==> src/rtl/seven_seg_scan.sv <==
// seven_seg_scan: time-multiplexed driver for a four-digit common-anode display.
// Each E190 tick moves the scan to the next digit. All anodes are then held off
// for GAP_CYCLES clocks to prevent ghosting. After the gap, the selected digit is
// driven from a snapshot of value/dp_in. The snapshot is refreshed only when the
// scan wraps back to digit 0, so all four digits of a frame come from one snapshot.
// All outputs are registered and active-low.
// Optional feature macro: LEADING_ZERO_BLANK_EN blanks leading zero digits.
// A leading zero digit is not blanked when its decimal point is requested.
module seven_seg_scan #(
    parameter int unsigned GAP_CYCLES = 4
) (
    input  logic        clk,
    input  logic        reset,
    input  logic        E190,
    input  logic [15:0] value,
    input  logic [3:0]  dp_in,
    output logic [3:0]  an,
    output logic [6:0]  seg,
    output logic        dp
);

    typedef enum logic [1:0] {
        ST_IDLE  = 2'd0,
        ST_GAP   = 2'd1,
        ST_DRIVE = 2'd2
    } state_t;

    localparam logic [7:0] GAP_LOAD = 8'(GAP_CYCLES - 1);

    state_t      state_r, state_s;
    logic [1:0]  ptr_r, ptr_s;
    logic [15:0] snap_val_r, snap_val_s;
    logic [3:0]  snap_dp_r, snap_dp_s;
    logic [7:0]  gap_cnt_r, gap_cnt_s;
    logic [3:0]  an_r, an_s;
    logic [6:0]  seg_r, seg_s;
    logic        dp_r, dp_s;
    logic [3:0]  nibble_s;
    logic        blank_s;

    // Active-low segment pattern {g,f,e,d,c,b,a} for one hex digit.
    function automatic logic [6:0] hex7(input logic [3:0] nib);
        logic [6:0] pat;
        case (nib)
            4'h0:    pat = 7'h40;
            4'h1:    pat = 7'h79;
            4'h2:    pat = 7'h24;
            4'h3:    pat = 7'h30;
            4'h4:    pat = 7'h19;
            4'h5:    pat = 7'h12;
            4'h6:    pat = 7'h02;
            4'h7:    pat = 7'h78;
            4'h8:    pat = 7'h00;
            4'h9:    pat = 7'h10;
            4'hA:    pat = 7'h08;
            4'hB:    pat = 7'h03;
            4'hC:    pat = 7'h46;
            4'hD:    pat = 7'h21;
            4'hE:    pat = 7'h06;
            4'hF:    pat = 7'h0E;
            default: pat = 7'h7F;
        endcase
        return pat;
    endfunction

`ifdef LEADING_ZERO_BLANK_EN
    // A digit above 0 is a leading zero when it and every higher nibble are zero.
    // Digit 0 is never treated as a leading zero.
    function automatic logic is_leading_zero(input logic [15:0] v, input logic [1:0] k);
        logic res;
        case (k)
            2'd1:    res = (v[15:4]  == 12'h000);
            2'd2:    res = (v[15:8]  == 8'h00);
            2'd3:    res = (v[15:12] == 4'h0);
            default: res = 1'b0;
        endcase
        return res;
    endfunction
`endif

    // Next-state logic: scan pointer, frame snapshot, gap counter and FSM.
    always_comb begin
        state_s    = state_r;
        ptr_s      = ptr_r;
        snap_val_s = snap_val_r;
        snap_dp_s  = snap_dp_r;
        gap_cnt_s  = gap_cnt_r;
        if (E190) begin
            ptr_s     = ptr_r + 2'd1;
            state_s   = ST_GAP;
            gap_cnt_s = GAP_LOAD;
            if (ptr_r == 2'd3) begin
                snap_val_s = value;
                snap_dp_s  = dp_in;
            end else begin
                snap_val_s = snap_val_r;
                snap_dp_s  = snap_dp_r;
            end
        end else begin
            case (state_r)
                ST_IDLE: begin
                    state_s = ST_IDLE;
                end
                ST_GAP: begin
                    if (gap_cnt_r == 8'd0) begin
                        state_s = ST_DRIVE;
                    end else begin
                        gap_cnt_s = gap_cnt_r - 8'd1;
                    end
                end
                ST_DRIVE: begin
                    state_s = ST_DRIVE;
                end
                default: begin
                    state_s = ST_IDLE;
                end
            endcase
        end
    end

    // Output pattern computed from the next state so registered outputs change on the tick edge.
    always_comb begin
        an_s     = 4'hF;
        seg_s    = 7'h7F;
        dp_s     = 1'b1;
        nibble_s = snap_val_s[{ptr_s, 2'b00} +: 4];
`ifdef LEADING_ZERO_BLANK_EN
        blank_s  = is_leading_zero(snap_val_s, ptr_s) && !snap_dp_s[ptr_s];
`else
        blank_s  = 1'b0;
`endif
        if ((state_s == ST_DRIVE) && !blank_s) begin
            an_s  = ~(4'b0001 << ptr_s);
            seg_s = hex7(nibble_s);
            dp_s  = ~snap_dp_s[ptr_s];
        end else begin
            an_s  = 4'hF;
            seg_s = 7'h7F;
            dp_s  = 1'b1;
        end
    end

    // State and registered-output update; reset forces everything dark at once.
    always_ff @(posedge clk or posedge reset) begin
        if (reset) begin
            state_r    <= ST_IDLE;
            ptr_r      <= 2'd3;
            snap_val_r <= 16'h0000;
            snap_dp_r  <= 4'h0;
            gap_cnt_r  <= 8'd0;
            an_r       <= 4'hF;
            seg_r      <= 7'h7F;
            dp_r       <= 1'b1;
        end else begin
            state_r    <= state_s;
            ptr_r      <= ptr_s;
            snap_val_r <= snap_val_s;
            snap_dp_r  <= snap_dp_s;
            gap_cnt_r  <= gap_cnt_s;
            an_r       <= an_s;
            seg_r      <= seg_s;
            dp_r       <= dp_s;
        end
    end

    assign an  = an_r;
    assign seg = seg_r;
    assign dp  = dp_r;

endmodule

==> config.mk <==
export PLATFORM = sky130hd
export DESIGN_NAME = seven_seg_scan
export DESIGN_NICKNAME = d
export VERILOG_FILES = /design/src/rtl/seven_seg_scan.sv
export SDC_FILE = /design/constraint.sdc
export NUM_CORES = 1
export LEC_CHECK = 0
export BUFFER_PORTS_ARGS = -buffer_cell sky130_fd_sc_hd__buf_4
export CAP_MARGIN = 25
export CORE_MARGIN = 2
export CORE_UTILIZATION = 55
export CTS_BUF_LIST = sky130_fd_sc_hd__clkbuf_4 sky130_fd_sc_hd__clkbuf_8 sky130_fd_sc_hd__clkbuf_16
export CTS_CLUSTER_DIAMETER = 200
export DETAILED_ROUTE_END_ITERATION = 6
export PLACE_DENSITY = 0.77
export SLEW_MARGIN = 20
export SYNTH_ARGS = -nofsm -noshare
export SYNTH_HDL_FRONTEND = slang
export SYNTH_SLANG_ARGS = --single-unit
==> constraint.sdc <==
create_clock -name clk -period 3.89 [get_ports clk]
set_input_delay 0.389 -clock clk [delete_from_list [all_inputs] [get_ports clk]]
set_output_delay 0.389 -clock clk [all_outputs]
set_load 0.01 [all_outputs]
==> run_summary.xml <==
<?xml version="1.0" encoding="UTF-8"?>
<metrics>
  <group name="timing">
    <metric name="max_freq" unit="MHz">322</metric>
    <metric name="final.min_clock_period" unit="ns">3.11</metric>
    <metric name="finalSetupViolCount" unit="">0</metric>
    <metric name="maxSlewHeadroom" unit="%">56.6</metric>
    <metric name="min_period_over_period" unit="%">79.9</metric>
    <metric name="timing.hold.ws" unit="ns">0.178</metric>
    <metric name="worst_slew_pin_slew" unit="ns">0.650</metric>
    <metric name="rsz_0062_raised_after_global_routing" unit="">no</metric>
    <metric name="drv_slew" unit="">0</metric>
    <metric name="setup_slack" unit="ns">0.783</metric>
    <metric name="hold_violations" unit="">0</metric>
    <metric name="fin_setup_tns" unit="ns">0</metric>
    <metric name="clock-skew-final" unit="ns">0.0109</metric>
  </group>
  <group name="job">
    <metric name="maxCapViolations" unit="">0</metric>
  </group>
  <group name="final_layout">
    <metric name="final_cell_mix" unit="">sky130_fd_sc_hd__buf_4, sky130_fd_sc_hd__dfrtp_1, sky130_fd_sc_hd__mux2_2, sky130_fd_sc_hd__nand2_1</metric>
    <metric name="most_common_cell_after_layout_fill_and_taps_aside" unit="">sky130_fd_sc_hd__buf_4</metric>
    <metric name="num-fill-cells" unit="">293</metric>
    <metric name="postLayoutCoreUtil" unit="%">67.9</metric>
    <metric name="num-nets-final" unit="">260</metric>
    <metric name="post_route_cells_drive_above_1_share" unit="%">43.0</metric>
    <metric name="finalNonFillerCells" unit="">280</metric>
    <metric name="num_antenna_cells" unit="">0</metric>
    <metric name="flow.area_growth_from_synthesis" unit="%">17.7</metric>
  </group>
  <group name="die">
    <metric name="die_w" unit="µm">69.2</metric>
    <metric name="placement_rows" unit="">23</metric>
    <metric name="floorplan.io_pins" unit="">35</metric>
    <metric name="core" unit="mm²">0.00406</metric>
    <metric name="initial_utilization" unit="%">57.7</metric>
    <metric name="chipHeight" unit="µm">69.2</metric>
    <metric name="floorplan.die_area" unit="mm²">0.00479</metric>
  </group>
  <group name="pwr">
    <metric name="sequentialPowerShare" unit="%">30.7</metric>
    <metric name="powerDensity" unit="mW/mm²">869</metric>
    <metric name="leakage" unit="nW">1.23</metric>
    <metric name="internal" unit="mW">1.44</metric>
    <metric name="switching_power" unit="µW">957</metric>
    <metric name="power.share.combinational" unit="%">55.6</metric>
    <metric name="power.clock.fraction" unit="%">13.7</metric>
    <metric name="switching_share" unit="%">40.0</metric>
    <metric name="peakVddDrop" unit="mV">0.373</metric>
  </group>
  <group name="synth">
    <metric name="synth-async-reset-ratio" unit="%">100</metric>
    <metric name="synth_warnings" unit="">0</metric>
    <metric name="synth_sequential_area_ratio" unit="%">47.8</metric>
    <metric name="ys_ff_latch" unit="">44</metric>
    <metric name="post_synth_inst_count" unit="">193</metric>
    <metric name="syn_avg_cell_area" unit="µm²">12.1</metric>
    <metric name="synth_top_cells_by_area" unit="">sky130_fd_sc_hd__dfrtp_1, sky130_fd_sc_hd__dfstp_2, sky130_fd_sc_hd__mux2_2, sky130_fd_sc_hd__mux4_2, sky130_fd_sc_hd__mux2i_1</metric>
    <metric name="synth_area" unit="mm²">0.00234</metric>
    <metric name="synthFlopType" unit="">sky130_fd_sc_hd__dfrtp_1</metric>
    <metric name="synthDistinctLibCells" unit="">41</metric>
    <metric name="netlist.top_cell.by_area" unit="">sky130_fd_sc_hd__dfrtp_1</metric>
    <metric name="synth.net_count" unit="">224</metric>
    <metric name="synth_largest_type_area_fraction" unit="%">32.1</metric>
    <metric name="synth_edf_count" unit="">0</metric>
  </group>
  <group name="cts">
    <metric name="cts_root_buffer" unit="">sky130_fd_sc_hd__clkbuf_8</metric>
    <metric name="number_of_hold_buffers_added_after_cts" unit="">0</metric>
    <metric name="worst_skew_pair.late_latency" unit="ns">0.30</metric>
    <metric name="clock_tree_from_tritoncts" unit="">built</metric>
    <metric name="post_cts.repair.setup_buffers" unit="">0</metric>
    <metric name="clkSlewWorstSetupHoldPaths" unit="ns">0.08</metric>
    <metric name="post_cts_resized" unit="">0</metric>
    <metric name="cts_inserted_buffers" unit="">5</metric>
    <metric name="cts_sinks" unit="">44</metric>
    <metric name="cts_max_level" unit="">2</metric>
    <metric name="cts_max_path_buffers" unit="">2</metric>
  </group>
  <group name="worst_setup_path">
    <metric name="crit_type" unit="">flip-flop to flip-flop</metric>
    <metric name="cp.required" unit="ns">4.11</metric>
    <metric name="path_max_fanout" unit="">15</metric>
    <metric name="worst_setup_path_start_kind" unit="">flip-flop</metric>
    <metric name="cp.arrival" unit="ns">3.33</metric>
    <metric name="worstSetupEndpointType" unit="">flip-flop</metric>
  </group>
  <group name="grt">
    <metric name="grt.overflow.total" unit="">0</metric>
    <metric name="groute.usage.overall" unit="%">21.4</metric>
    <metric name="number_of_antenna_violations_at_the_first_check_in_global_routing" unit="">0</metric>
    <metric name="grt_pass1_vias" unit="">1730</metric>
    <metric name="grt_pass1_wl" unit="mm">7.95</metric>
    <metric name="grt_max_degree" unit="">33</metric>
  </group>
  <group name="placed_design">
    <metric name="io_buffers" unit="">34</metric>
    <metric name="dp_cells" unit="">272</metric>
    <metric name="pre_cts_ws" unit="ns">0.816</metric>
    <metric name="place.gp.congestion" unit="">0.823</metric>
    <metric name="place.detailed.hpwl" unit="mm">3.48</metric>
  </group>
  <group name="routing">
    <metric name="drcViolationCount" unit="">0</metric>
    <metric name="ant_nets" unit="">0</metric>
    <metric name="route.detailed.vias_per_inst" unit="">5.70</metric>
    <metric name="detailroute.via_count" unit="">1597</metric>
    <metric name="routed_wirelength" unit="mm">4.60</metric>
    <metric name="drtIter0Drc" unit="">101</metric>
    <metric name="detail_route.first_pass.iterations" unit="">4</metric>
    <metric name="avgRoutedWirePerCell" unit="µm">16.4</metric>
  </group>
  <group name="worst_hold_path">
    <metric name="worst_hold_path_type" unit="">input port to async pin</metric>
  </group>
  <group name="status">
    <metric name="outcome" unit="">finished, final reports clean</metric>
  </group>
</metrics>
area by class of cell:
class	count	area, µm²	share of cell area [%]
Inverter	11	41.3	1.50
Timing Repair Buffer	39	293	10.6
Sequential cell	44	1120	40.6
Tap cell	50	62.6	2.27
Multi-Input combinational cell	128	1130	41.0
Clock buffer	8	109	3.95
critical path, stage by stage, from the launching register on:
cell and delay (ns):
sky130_fd_sc_hd__dfstp_2 0.65, sky130_fd_sc_hd__ha_1 0.34, sky130_fd_sc_hd__nand2_1 0.41, sky130_fd_sc_hd__mux4_2 0.40
sky130_fd_sc_hd__mux2i_1 0.37, sky130_fd_sc_hd__inv_1 0.12, sky130_fd_sc_hd__ha_1 0.25, sky130_fd_sc_hd__mux2_2 0.28
sky130_fd_sc_hd__mux2i_1 0.13, sky130_fd_sc_hd__nand2_1 0.07
cells in the mapped netlist, types with 2 or more instances:
cell                       count
sky130_fd_sc_hd__a22oi_1       2
sky130_fd_sc_hd__xor2_1        5
sky130_fd_sc_hd__nor2_1       14
sky130_fd_sc_hd__nor3_1        3
sky130_fd_sc_hd__nand2b_1      2
sky130_fd_sc_hd__mux4_2        7
sky130_fd_sc_hd__o211ai_1      2
sky130_fd_sc_hd__nand3_2       3
sky130_fd_sc_hd__clkbuf_1      5
sky130_fd_sc_hd__dfrtp_1      30
sky130_fd_sc_hd__buf_2         3
sky130_fd_sc_hd__nor4_1        3
sky130_fd_sc_hd__xnor2_1       3
sky130_fd_sc_hd__mux2i_1      13
sky130_fd_sc_hd__mux2_2       21
sky130_fd_sc_hd__buf_6         2
sky130_fd_sc_hd__nand2_1      16
sky130_fd_sc_hd__ha_1          8
sky130_fd_sc_hd__inv_1        11
sky130_fd_sc_hd__dfstp_2      14
sky130_fd_sc_hd__o311ai_0      2
sky130_fd_sc_hd__nand3_1       5
per-stage QoR:
| step | instance area [µm²] | power [mW] |
|---|---|---|
| after global routing | 2750 | 2.58 |
| final | 2750 | 2.39 |
| after global placement | 2650 | 1.98 |
| after floorplan | 2340 | 1.77 |
| after CTS | 2750 | 2.40 |
| after detailed placement | 2650 | 2.06 |
cell families (layout without fill, tap and decap cells):
logic type / count (synthesis) / count (layout) / synth area share (%)
flops: 44 / 44 / 47.8
buf+inv: 21 / 58 / 4.17
compound gates: 16 / 16 / 6.04
mux: 41 / 41 / 22.4
simple gates: 55 / 55 / 12.3
fa+ha+maj: 8 / 8 / 4.28
xor+xnor: 8 / 8 / 2.99
power by group through the flow:
stage	Clock (mW)	Sequential, mW	Combinational, mW
after global placement	0	0.727	1.25
after detailed placement	0	0.742	1.32
after floorplan	0	0.698	1.08
after global routing	0.360	0.752	1.47
final	0.327	0.734	1.33
after CTS	0.338	0.733	1.33
registers in the layout, summed over array words and instances, names as in the netlist:
| register | cells |
|---|---|
| ptr_r | 2 |
| seg | 7 |
| snap_val_r | 16 |
| snap_dp_r | 4 |
| gap_cnt_r | 8 |
| dp | 1 |
| an | 4 |
| state_r | 2 |
path summary, 6_finish.rpt:
path	end	slack [ns]	start	depth (start not counted)
min in group clk	snap_val_r[3]	0.33	value[3]	2
max in group asynchronous	state_r[0]	3.07	reset	3
worst min register to register	snap_dp_r[2]	0.50	snap_dp_r[2]	1
worst max-delay path	seg[3]	0.78	ptr_r[0]	9
worst min-delay path	snap_dp_r[1]	0.18	reset	2
worst max register to register	seg[3]	0.78	ptr_r[0]	9
layer usage:
layer  global-route usage, %  wire length, µm
met4                    10.5              118
met3                    6.10              240
met5                       0                0
met2                    35.7             2290
met1                    25.2             1950
Power figures use the tool's default switching activity.
